File: src/rtl/execute_stage_if.sv
// Decode-to-execute handshake and execute result bundle.
// Decode side is the master; the execute stage is the slave.
interface execute_stage_if;
  logic [180:0] ID_EX;
  logic         id_valid;
  logic         stall;
  logic [71:0]  EX_MEM;
  logic         branch_taken;
  logic [31:0]  branch_target;
  logic         halted;

  modport master (
    output ID_EX,
    output id_valid,
    input  stall,
    input  EX_MEM,
    input  branch_taken,
    input  branch_target,
    input  halted
  );

  modport slave (
    input  ID_EX,
    input  id_valid,
    output stall,
    output EX_MEM,
    output branch_taken,
    output branch_target,
    output halted
  );
endinterface

File: src/rtl/execute_stage.sv
// Execute stage: ALU, shift, branch resolve, iterative multiply, halt.
// MUL runs 32 shift-add steps while back-pressuring decode via stall.
module execute_stage (
  input  logic           clock,
  input  logic           reset_n,
  execute_stage_if.slave ex
);

  typedef enum logic [1:0] {
    S_RUN  = 2'd0,
    S_MUL  = 2'd1,
    S_HALT = 2'd2
  } state_t;

  state_t r_state, w_state_nx;

  logic [31:0] w_pc, w_rs, w_rt, w_simm;
  logic [4:0]  w_rd, w_sh;
  logic [10:0] w_off;
  logic [15:0] w_op;
  logic [14:0] w_sel;
  logic        w_legal;
  logic        w_unused;

  assign w_pc     = ex.ID_EX[31:0];
  assign w_rs     = ex.ID_EX[63:32];
  assign w_rt     = ex.ID_EX[95:64];
  assign w_rd     = ex.ID_EX[100:96];
  assign w_off    = ex.ID_EX[111:101];
  assign w_simm   = ex.ID_EX[159:128];
  assign w_op     = ex.ID_EX[175:160];
  assign w_sh     = ex.ID_EX[180:176];
  assign w_unused = ^ex.ID_EX[127:112];

  // Anything but a single legal opcode bit collapses to NOP
  assign w_legal = $onehot(w_op) & ~w_op[15];
  assign w_sel   = w_legal ? w_op[14:0] : 15'h4000;

  logic [31:0] w_res, w_tgt;
  logic        w_wen, w_br, w_mul, w_hlt;

  assign w_tgt = w_pc + {{21{w_off[10]}}, w_off};

  always_comb begin
    w_res = '0;
    w_wen = 1'b0;
    w_br  = 1'b0;
    w_mul = 1'b0;
    w_hlt = 1'b0;
    unique case (1'b1)
      w_sel[0]:  begin w_res = w_rs + w_rt;   w_wen = 1'b1; end
      w_sel[1]:  begin w_res = w_rs - w_rt;   w_wen = 1'b1; end
      w_sel[2]:  begin w_res = w_simm;        w_wen = 1'b1; end
      w_sel[3]:  begin w_res = w_rs << w_sh;  w_wen = 1'b1; end
      w_sel[4]:  begin w_res = w_rs >> w_sh;  w_wen = 1'b1; end
      w_sel[5]:  begin w_res = w_rs & w_rt;   w_wen = 1'b1; end
      w_sel[6]:  begin w_res = w_rs | w_rt;   w_wen = 1'b1; end
      w_sel[7]:  begin w_res = w_rs ^ w_rt;   w_wen = 1'b1; end
      w_sel[8]:  w_br = 1'b1;
      w_sel[9]:  w_br = (w_rs != w_rt);
      w_sel[10]: begin w_res = w_rs;          w_wen = 1'b1; end
      w_sel[11]: begin w_res = w_rs + w_simm; w_wen = 1'b1; end
      w_sel[12]: w_mul = 1'b1;
      w_sel[13]: w_hlt = 1'b1;
      w_sel[14]: ;
      default:   ;
    endcase
  end

  logic w_acc;
  assign w_acc = ex.id_valid & (r_state == S_RUN);

  logic [31:0] r_mcand, r_mplier, r_acc, r_mpc;
  logic [4:0]  r_mrd, r_cnt;
  logic [31:0] w_acc_nx;
  logic        w_mul_done;

  assign w_acc_nx   = r_acc + (r_mplier[0] ? r_mcand : 32'd0);
  assign w_mul_done = (r_state == S_MUL) && (r_cnt == 5'd31);

  always_ff @(posedge clock or negedge reset_n) begin
    if (!reset_n) r_state <= S_RUN;
    else          r_state <= w_state_nx;
  end

  always_comb begin
    w_state_nx = r_state;
    unique case (r_state)
      S_RUN: begin
        if (w_acc && w_mul)      w_state_nx = S_MUL;
        else if (w_acc && w_hlt) w_state_nx = S_HALT;
      end
      S_MUL:   if (w_mul_done) w_state_nx = S_RUN;
      S_HALT:  w_state_nx = S_HALT;
      default: w_state_nx = S_RUN;
    endcase
  end

  always_comb begin
    ex.stall  = (r_state != S_RUN);
    ex.halted = (r_state == S_HALT);
  end

  logic [31:0] r_res, r_pc, r_btgt;
  logic [4:0]  r_rd;
  logic        r_wen, r_valid, r_halt, r_btk;

  always_ff @(posedge clock or negedge reset_n) begin
    if (!reset_n) begin
      r_res    <= '0;
      r_pc     <= '0;
      r_rd     <= '0;
      r_wen    <= 1'b0;
      r_valid  <= 1'b0;
      r_halt   <= 1'b0;
      r_btk    <= 1'b0;
      r_btgt   <= '0;
      r_mcand  <= '0;
      r_mplier <= '0;
      r_acc    <= '0;
      r_mpc    <= '0;
      r_mrd    <= '0;
      r_cnt    <= '0;
    end else begin
      r_wen   <= 1'b0;
      r_valid <= 1'b0;
      r_halt  <= 1'b0;
      r_btk   <= 1'b0;
      if (w_acc && w_mul) begin
        r_mcand  <= w_rs;
        r_mplier <= w_rt;
        r_mpc    <= w_pc;
        r_mrd    <= w_rd;
        r_acc    <= '0;
        r_cnt    <= '0;
      end else if (w_acc) begin
        r_res   <= w_res;
        r_pc    <= w_pc;
        r_rd    <= w_rd;
        r_wen   <= w_wen;
        r_valid <= 1'b1;
        r_halt  <= w_hlt;
        r_btk   <= w_br;
        if (w_br) r_btgt <= w_tgt;
      end else if (r_state == S_MUL) begin
        r_acc    <= w_acc_nx;
        r_mcand  <= r_mcand << 1;
        r_mplier <= r_mplier >> 1;
        r_cnt    <= r_cnt + 5'd1;
        if (w_mul_done) begin
          r_res   <= w_acc_nx;
          r_pc    <= r_mpc;
          r_rd    <= r_mrd;
          r_wen   <= 1'b1;
          r_valid <= 1'b1;
        end
      end
    end
  end

  assign ex.EX_MEM        = {r_halt, r_valid, r_wen, r_rd, r_pc, r_res};
  assign ex.branch_taken  = r_btk;
  assign ex.branch_target = r_btgt;

endmodule

File: src/flat_wrapper.sv
// flat-port wrapper written by rule: the top's interface ports become plain ports
module execute_stage_flat 
  (clock, reset_n, ex_ID_EX, ex_id_valid, ex_stall, ex_EX_MEM, ex_branch_taken, ex_branch_target, ex_halted);
  execute_stage_if ex_i ();
  input  logic clock;
  input  logic reset_n;
  input wire logic [$bits(ex_i.ID_EX)-1:0] ex_ID_EX;
  input wire logic [$bits(ex_i.id_valid)-1:0] ex_id_valid;
  output wire logic [$bits(ex_i.stall)-1:0] ex_stall;
  output wire logic [$bits(ex_i.EX_MEM)-1:0] ex_EX_MEM;
  output wire logic [$bits(ex_i.branch_taken)-1:0] ex_branch_taken;
  output wire logic [$bits(ex_i.branch_target)-1:0] ex_branch_target;
  output wire logic [$bits(ex_i.halted)-1:0] ex_halted;
  assign ex_i.ID_EX = ex_ID_EX;
  assign ex_i.id_valid = ex_id_valid;
  assign ex_stall = ex_i.stall;
  assign ex_EX_MEM = ex_i.EX_MEM;
  assign ex_branch_taken = ex_i.branch_taken;
  assign ex_branch_target = ex_i.branch_target;
  assign ex_halted = ex_i.halted;
  execute_stage u_core (.clock(clock), .reset_n(reset_n), .ex(ex_i));
endmodule
File: config.mk
export PLATFORM = sky130hd
export DESIGN_NAME = execute_stage_flat
export DESIGN_NICKNAME = d
export VERILOG_FILES = /design/src/rtl/execute_stage_if.sv /design/src/rtl/execute_stage.sv /design/src/flat_wrapper.sv
export SDC_FILE = /design/constraint.sdc
export NUM_CORES = 1
export LEC_CHECK = 0
export ABC_AREA = 1
export BUFFER_PORTS_ARGS = -buffer_cell sky130_fd_sc_hd__buf_2
export CAP_MARGIN = 20
export CELL_PAD_IN_SITES_DETAIL_PLACEMENT = 0
export CELL_PAD_IN_SITES_GLOBAL_PLACEMENT = 1
export CORE_ASPECT_RATIO = 0.8
export CORE_MARGIN = 2
export CORE_UTILIZATION = 25
export DETAILED_ROUTE_END_ITERATION = 8
export HOLD_SLACK_MARGIN = 0.03
export MAX_ROUTING_LAYER = met4
export PLACE_DENSITY_LB_ADDON = 0.12
export SYNTH_ARGS = -nofsm -noshare
export SYNTH_HDL_FRONTEND = slang
export SYNTH_SLANG_ARGS = --single-unit
File: constraint.sdc
create_clock -name clock -period 2.1 [get_ports clock]
set_input_delay 0.42 -clock clock [delete_from_list [all_inputs] [get_ports clock]]
set_output_delay 0.42 -clock clock [all_outputs]
set_load 0.1 [all_outputs]
==> results of run 1 <==
## power groups by stage
stage	combinational [uW]	clock, uW	sequential (uW)
finish	28700	6480	7690
global route	30400	6820	7830
CTS	27300	6660	7660
detailed placement	26200	0	7710
global placement	26200	0	7720
floorplan	9190	0	13700
## layout make-up
cell class,count,area (um2),area share [%]
multi-input combinational,3300,18510,46.12
timing repair buffer,1401,10710,26.69
sequential,245,6131,15.28
inverter,505,1921,4.786
tap,1325,1658,4.131
clock buffer,50,1013,2.525
clock inverter,11,166.4,0.4146
antenna,8,20.02,0.04988
## repair_timing
action | CTS | global route
cloned | 2 | 2
buffers inserted | 16 | 19
endpoints found under the hold margin | 40 | 0
hold buffers | 1 | 0
endpoints found under the setup margin | 248 | 249
pin swaps | 85 | 94
resized for setup | 193 | 259
## worst max-delay path: cells and delay by family
kind	cells	cell delay [ns]
buffers and inverters	8	0.66
AND/OR/NAND/NOR	7	0.93
AO/OA/AOI/OAI	5	0.65
adder cells (fa/ha/maj)	9	3.30
## metal layers
metal	share of wire, %	vias up
li1	-	16180
met4	1.5	0
met2	39	1131
met5	0	-
met3	7.5	115
met1	52	16140
## worst paths after layout
| path | to | slack (ns) | cells after the start |
|---|---|---|---|
| worst max-delay path | u_core.r_res[2] | -3.40 | 29 |
| worst min-delay path | u_core.r_mrd[4] | 0.06 | 3 |
| worst max register to register | u_core.r_res[16] | -1.10 | 16 |
| worst min register to register | u_core.r_mpc[11] | 0.47 | 2 |
| max in group asynchronous | u_core.r_mplier[22] | 1.01 | 3 |
| min in group asynchronous | u_core.r_cnt[3] | 0.37 | 2 |
## metrics by stage
stage                     setup slack [ns]  instance area [um2]  cells
after detailed placement            -4.232                36890   6740
after CTS                           -3.338                38970   6819
after floorplan                     -3.633                25990   4201
final                               -3.396                40130   6845
after global routing                -3.595                40120   6839
after global placement              -4.271                36890   6740
## logic make-up (layout without fill, tap and decap cells)
kind of cell	Yosys count	after routing	synth area share [%]
AO/OA/AOI/OAI	608	608	13.57
buffers and inverters	656	1967	10.00
other	0	8	0
multiplexers	1	1	0.03933
adder cells (fa/ha/maj)	225	225	11.50
flip-flops	245	245	24.09
XOR/XNOR	45	45	1.549
AND/OR/NAND/NOR	2421	2421	39.24
## synthesized netlist by cell type (10+ instances only)
library cell  number  area, um2
a21o_1            10      75.07
a21oi_1          180      900.9
a22oi_1           17      127.6
a31oi_1           46      287.8
buf_1             14      52.55
buf_2             42      210.2
clkbuf_1          87      326.6
dfrtp_1          245       6131
fa_1              15      300.3
ha_1             210       2628
inv_1            492       1847
inv_2             11      41.29
nand2_1         1439       5401
nand3_1          376       1882
nand3b_1          20      150.1
nand4_1           50      312.8
nor2_1           459       1723
nor3_1            32      160.2
o211ai_1          45      337.8
o21ai_0          234       1171
o21ai_1           19      95.09
o21bai_1          17      127.6
o221ai_1          19      166.4
xnor2_1           25      219.0
xor2_1            20      175.2
## sequential cells by signal, summed over array words and instances (netlist names)
signal                   cells
u_core.r_wen                 1
u_core.r_mcand              32
u_core.r_rd                  5
u_core.r_state               2
u_core.r_mrd                 5
u_core.r_res                32
u_core.r_cnt                 5
u_core.r_pc                 32
u_core.r_valid               1
u_core.ex.branch_target     32
u_core.ex.branch_taken       1
u_core.r_acc                32
u_core.r_mplier             32
u_core.r_halt                1
u_core.r_mpc                32
==> results.yml, run 1 <==
synthesis:
  synth-async-reset-ratio_pct: 100.0
  synth-edff-count: 0
  postSynthAreaPerCell_um2: 6.058
  ys_ff_latch: 245
  synth_flop_cell: "dfrtp_1"
  synth_warnings: 0
  synth_fp_nets: 4610
  synth_cell_types: 49
  ys_seq_area_share_pct: 24.09
  syn_area_mm2: 0.02545
  syn_inst: 4201
routing:
  drt_iter0_markers: 3889
  vias: 33560
  routed_wl_um: 167600
  wl_per_cell_um: 24.49
  drt_first_pass_iters: 5
  drtAntennaViolNets: 0
  drc: 0
  vias_per_cell: 4.903
setup_path:
  worstPathMaxFanout: 8
  crit_path_start_kind: "primary input"
  critical-path-max-stage-delay_ns: 0.55
  endpoint_kind: "register"
  worstPathRequired_ns: 2.56
  r2r_start: "u_core.r_mcand[0]"
  critPathLaunch: "ex_ID_EX[160]"
  path_class: "in -> reg"
  worst_path_max_delay_cell: "fa_1"
  arrival_ns: 5.95
pwr:
  p_sw_share_pct: 55.46
  intPower_uw: 19120
  peakVddDrop_mv: 1.104
  seq_power_share_pct: 17.9
  leakage_uw: 0.02147
  p_per_area_mw_per_mm2: 1069
  p_switching_uw: 23800
  power_frac_comb_pct: 67.0
  clkPwrFrac_pct: 15.1
  power.total_uw: 42920
timing:
  holdWs_ns: 0.06113
  finalHoldViolCount: 0
  skew_ns: 0.03927
  setup_ws_ns: -3.396
  rsz0062_at_grt: "true"
  setup_tns_ns: -649.89
  period_share_pct: 261.7
  tightestPinTransition_ns: 0.6862
  drv_slew: 0
  fin_crit_ns: 5.496
  relSlewSlack_pct: 54.05
  finalSetupViolCount: 248
  fmaxAchievable_ghz: 0.1819
finish:
  layout_commonest_cell: "nand2_1"
  final_cell_mix: "1,310 x nand2_1, 1,038 x buf_4, 459 x inv_1"
  drive_above_1_share_pct: 33.45
  final_util_pct: 39.85
  fillCellCount: 11100
  syn2layout_area_growth_pct: 57.70
  fin_nets: 5898
floorplan:
  start_util_pct: 25.27
  rows: 104
  die_w_um: 360.7
  pin_count: 291
  dieArea_mm2: 0.1044
  core_region_area_mm2: 0.1007
  die_h_um: 289.4
global_routing:
  met3_usage_pct: 4.867
  gr-total-overflow: 0
  grt_pass1_vias: 31480
  track_usage_pct: 32.33
  grt_use_met1_pct: 50.31
  grt_most_used_layer: "met1"
  grt_first_pass_wirelength_um: 235200
  grt_max_degree: 63
  grt_use_met2_pct: 44.00
  antenna_found_initial: 19
run_status:
  violations: "negative setup slack"
  status: "finished, violations left"
worst_hold_path:
  hp-start: "ex_ID_EX[100]"
  hp-class: "in -> reg"
clock_tree:
  clockBufferDepth: 3
  cts_tree: "yes"
  numCtsBuffers: 36
  htreeDepth: 2
  path_clk_slew_ns: 0.06
  clock_tree.root_cell: "clkbuf_16"
  cts.sinks: 245
  worst_skew_pair.late_latency_ns: 0.60
run:
  maxCapViolCount: 0
placement:
  dp_hpwl_um: 143100
  placement.io_buffers: 274
  place_congestion: 1.030
(Power assumes the default switching activity.)
==> run 2, diff against run 1 <==
clock period = 6.3 ns   (was 2.1 ns; I/O delays follow)
==> run 2 against run 1 <==
Compared with the run above: critical path depth up 4; register-to-register slack gained 4.0 ns; global-route usage shrank 4.1 points; final cell count decreased by 12%; flip-flop and latch count unchanged; combinational power down 69%; the run still ends with negative setup slack left; count of clock-buffer cells in the layout down 7.
==> results.yml, run 2 (synthesis results as in run 1) <==
placement:
  place_congestion: 0.9903
  pre_cts_slack_ns: -1.215
  dp_cells: 5937
  placement.io_buffers: 274
  dp_hpwl_um: 120800
run:
  maxCapViolCount: 0
clock_tree:
  clockBufferDepth: 3
  cts.sinks: 245
  clock_tree.root_cell: "clkbuf_16"
  hold_buffers: 0
  worst_skew_pair.late_latency_ns: 0.62
  numCtsBuffers: 31
  cts_tree: "yes"
  path_clk_slew_ns: 0.08
  htreeDepth: 1
worst_hold_path:
  hp-class: "reg -> reg"
timing:
  finalHoldViolCount: 0
  drv_slew: 0
  relSlewSlack_pct: 41.87
  setup_ws_ns: -0.2926
  skew_ns: 0.02226
  period_share_pct: 104.6
  tightestPinTransition_ns: 0.8720
  fin_crit_ns: 6.593
  fmaxAchievable_ghz: 0.1517
  holdWs_ns: 0.4706
  finalSetupViolCount: 23
  rsz0062_at_grt: "true"
pwr:
  leakage_uw: 0.01747
  p_per_area_mw_per_mm2: 395.1
  peakVddDrop_mv: 0.2616
run_status:
  status: "finished, violations left"
  violations: "negative setup slack"
routing:
  vias: 30260
  wl_per_cell_um: 24.34
  vias_per_cell: 5.011
  drtAntennaViolNets: 0
  routed_wl_um: 147000
  drc: 0
  drt_first_pass_iters: 6
  drt_iter0_markers: 3341
finish:
  fin_nets: 5092
  final_cell_mix: "1,323 x nand2_1, 466 x inv_1, 430 x nor2_1"
  drive_above_1_share_pct: 21.73
  fillCellCount: 11390
  syn2layout_area_growth_pct: 32.92
  layout_commonest_cell: "nand2_1"
  fin_cells: 6039
setup_path:
  worst_path_max_delay_cell: "fa_2"
  worstPathRequired_ns: 6.81
  endpoint_kind: "register"
  cpMostUsedCell: "inv_2"
  critical-path-max-stage-delay_ns: 0.53
  path_class: "in -> reg"
  crit_path_start_kind: "primary input"
  worstPathMaxFanout: 7
  arrival_ns: 7.10
global_routing:
  grt_first_pass_wirelength_um: 209300
  track_usage_pct: 28.22
  grt_pass1_vias: 28560
  gr-total-overflow: 0
  grt_max_degree: 100
  antenna_found_initial: 9
floorplan:
  start_util_pct: 25.27
  pin_count: 291
  die_w_um: 360.7
  core_region_area_mm2: 0.1007
  die_h_um: 289.4
  dieArea_mm2: 0.1044
  rows: 104
==> run 2: cell count changes in the layout (fill, tap and decap cells not counted), moves of 9 or more <==
cell	change
buf_4	-788
nand2_2	-9
o21ai_0	+64
nand3_4	+10
buf_12	-14
nand2_1	+13
o21ai_1	-62
==> run 2: final timing paths <==
check                                   startpoint                     endpoint  slack, ns  cells past startpoint
worst max-delay path                 ex_ID_EX[172]             u_core.r_res[16]      -0.29                     33
worst min-delay path              u_core.r_mpc[15]             u_core.r_mpc[15]       0.47                      2
worst max register to register  u_core.r_mplier[0]             u_core.r_res[12]       2.86                     18
worst min register to register    u_core.r_mpc[15]             u_core.r_mpc[15]       0.47                      2
max in group asynchronous                  reset_n  u_core.ex.branch_target[13]       4.52                      2
min in group asynchronous                  reset_n          u_core.r_mplier[31]       0.64                      1
==> run 2: report_power, final <==
group | internal (uW) | switching, uW | total (uW) | leakage, uW
Clock | 1160 | 819 | 1980 | 0.000530
Combinational | 2500 | 6410 | 8910 | 0.0137
Sequential | 2120 | 366 | 2480 | 0.00319
Total | 5770 | 7590 | 13400 | 0.0175
==> run 2: per-layer routing <==
metal / global-route usage, % / share of wire (%) / vias to the layer above / wire (um)
met3: 3.387 / 6.9 / 106 / 10130
met4: 3.818 / 1.7 / 0 / 2456
met2: 37.77 / 39 / 1040 / 56860
li1: - / - / 14540 / -
met1: 44.81 / 53 / 14580 / 77570
met5: - / 0 / - / 0
==> run 2: layout make-up <==
cell class | instances | area [um2] | area share, %
repair buffers | 599 | 4539 | 13.42
flip-flops and latches | 245 | 6131 | 18.12
diodes | 6 | 15.01 | 0.04439
clock inverters | 15 | 220.2 | 0.6510
inverters | 505 | 1906 | 5.633
multi-input cells | 3300 | 18490 | 54.66
well taps | 1325 | 1658 | 4.901
clock buffers | 43 | 860.8 | 2.545
repair inverters | 1 | 8.758 | 0.02589
==> run 2: stage by stage <==
stage / power [uW] / instance area, um2 / TNS (ns) / utilization (%)
2_1_floorplan: 7515 / 25640 / -5.222 / -
3_3_place_gp: 10550 / 30620 / -32.79 / 30.40
3_5_place_dp: 10530 / 30620 / -32.68 / 30.40
4_1_cts: 13020 / 32900 / -2.326 / 32.66
5_1_grt: 14050 / 33820 / -7.700 / 33.58
6_report: 13370 / 33830 / -3.039 / 33.59
==> run 2: repair_timing <==
item,CTS,global route
resized for setup,254,192
cloned,2,1
setup endpoints to repair,31,31
pin swaps,120,103
buffers inserted,19,20
==> run 2: worst max-delay path, delay by kind of cell <==
family                     cells  cell delay (ns)
and+or+nand+nor               14             1.63
adders and majority gates      9             3.33
buffers and inverters          8             0.72
AOI/OAI and AO/OA              2             0.12
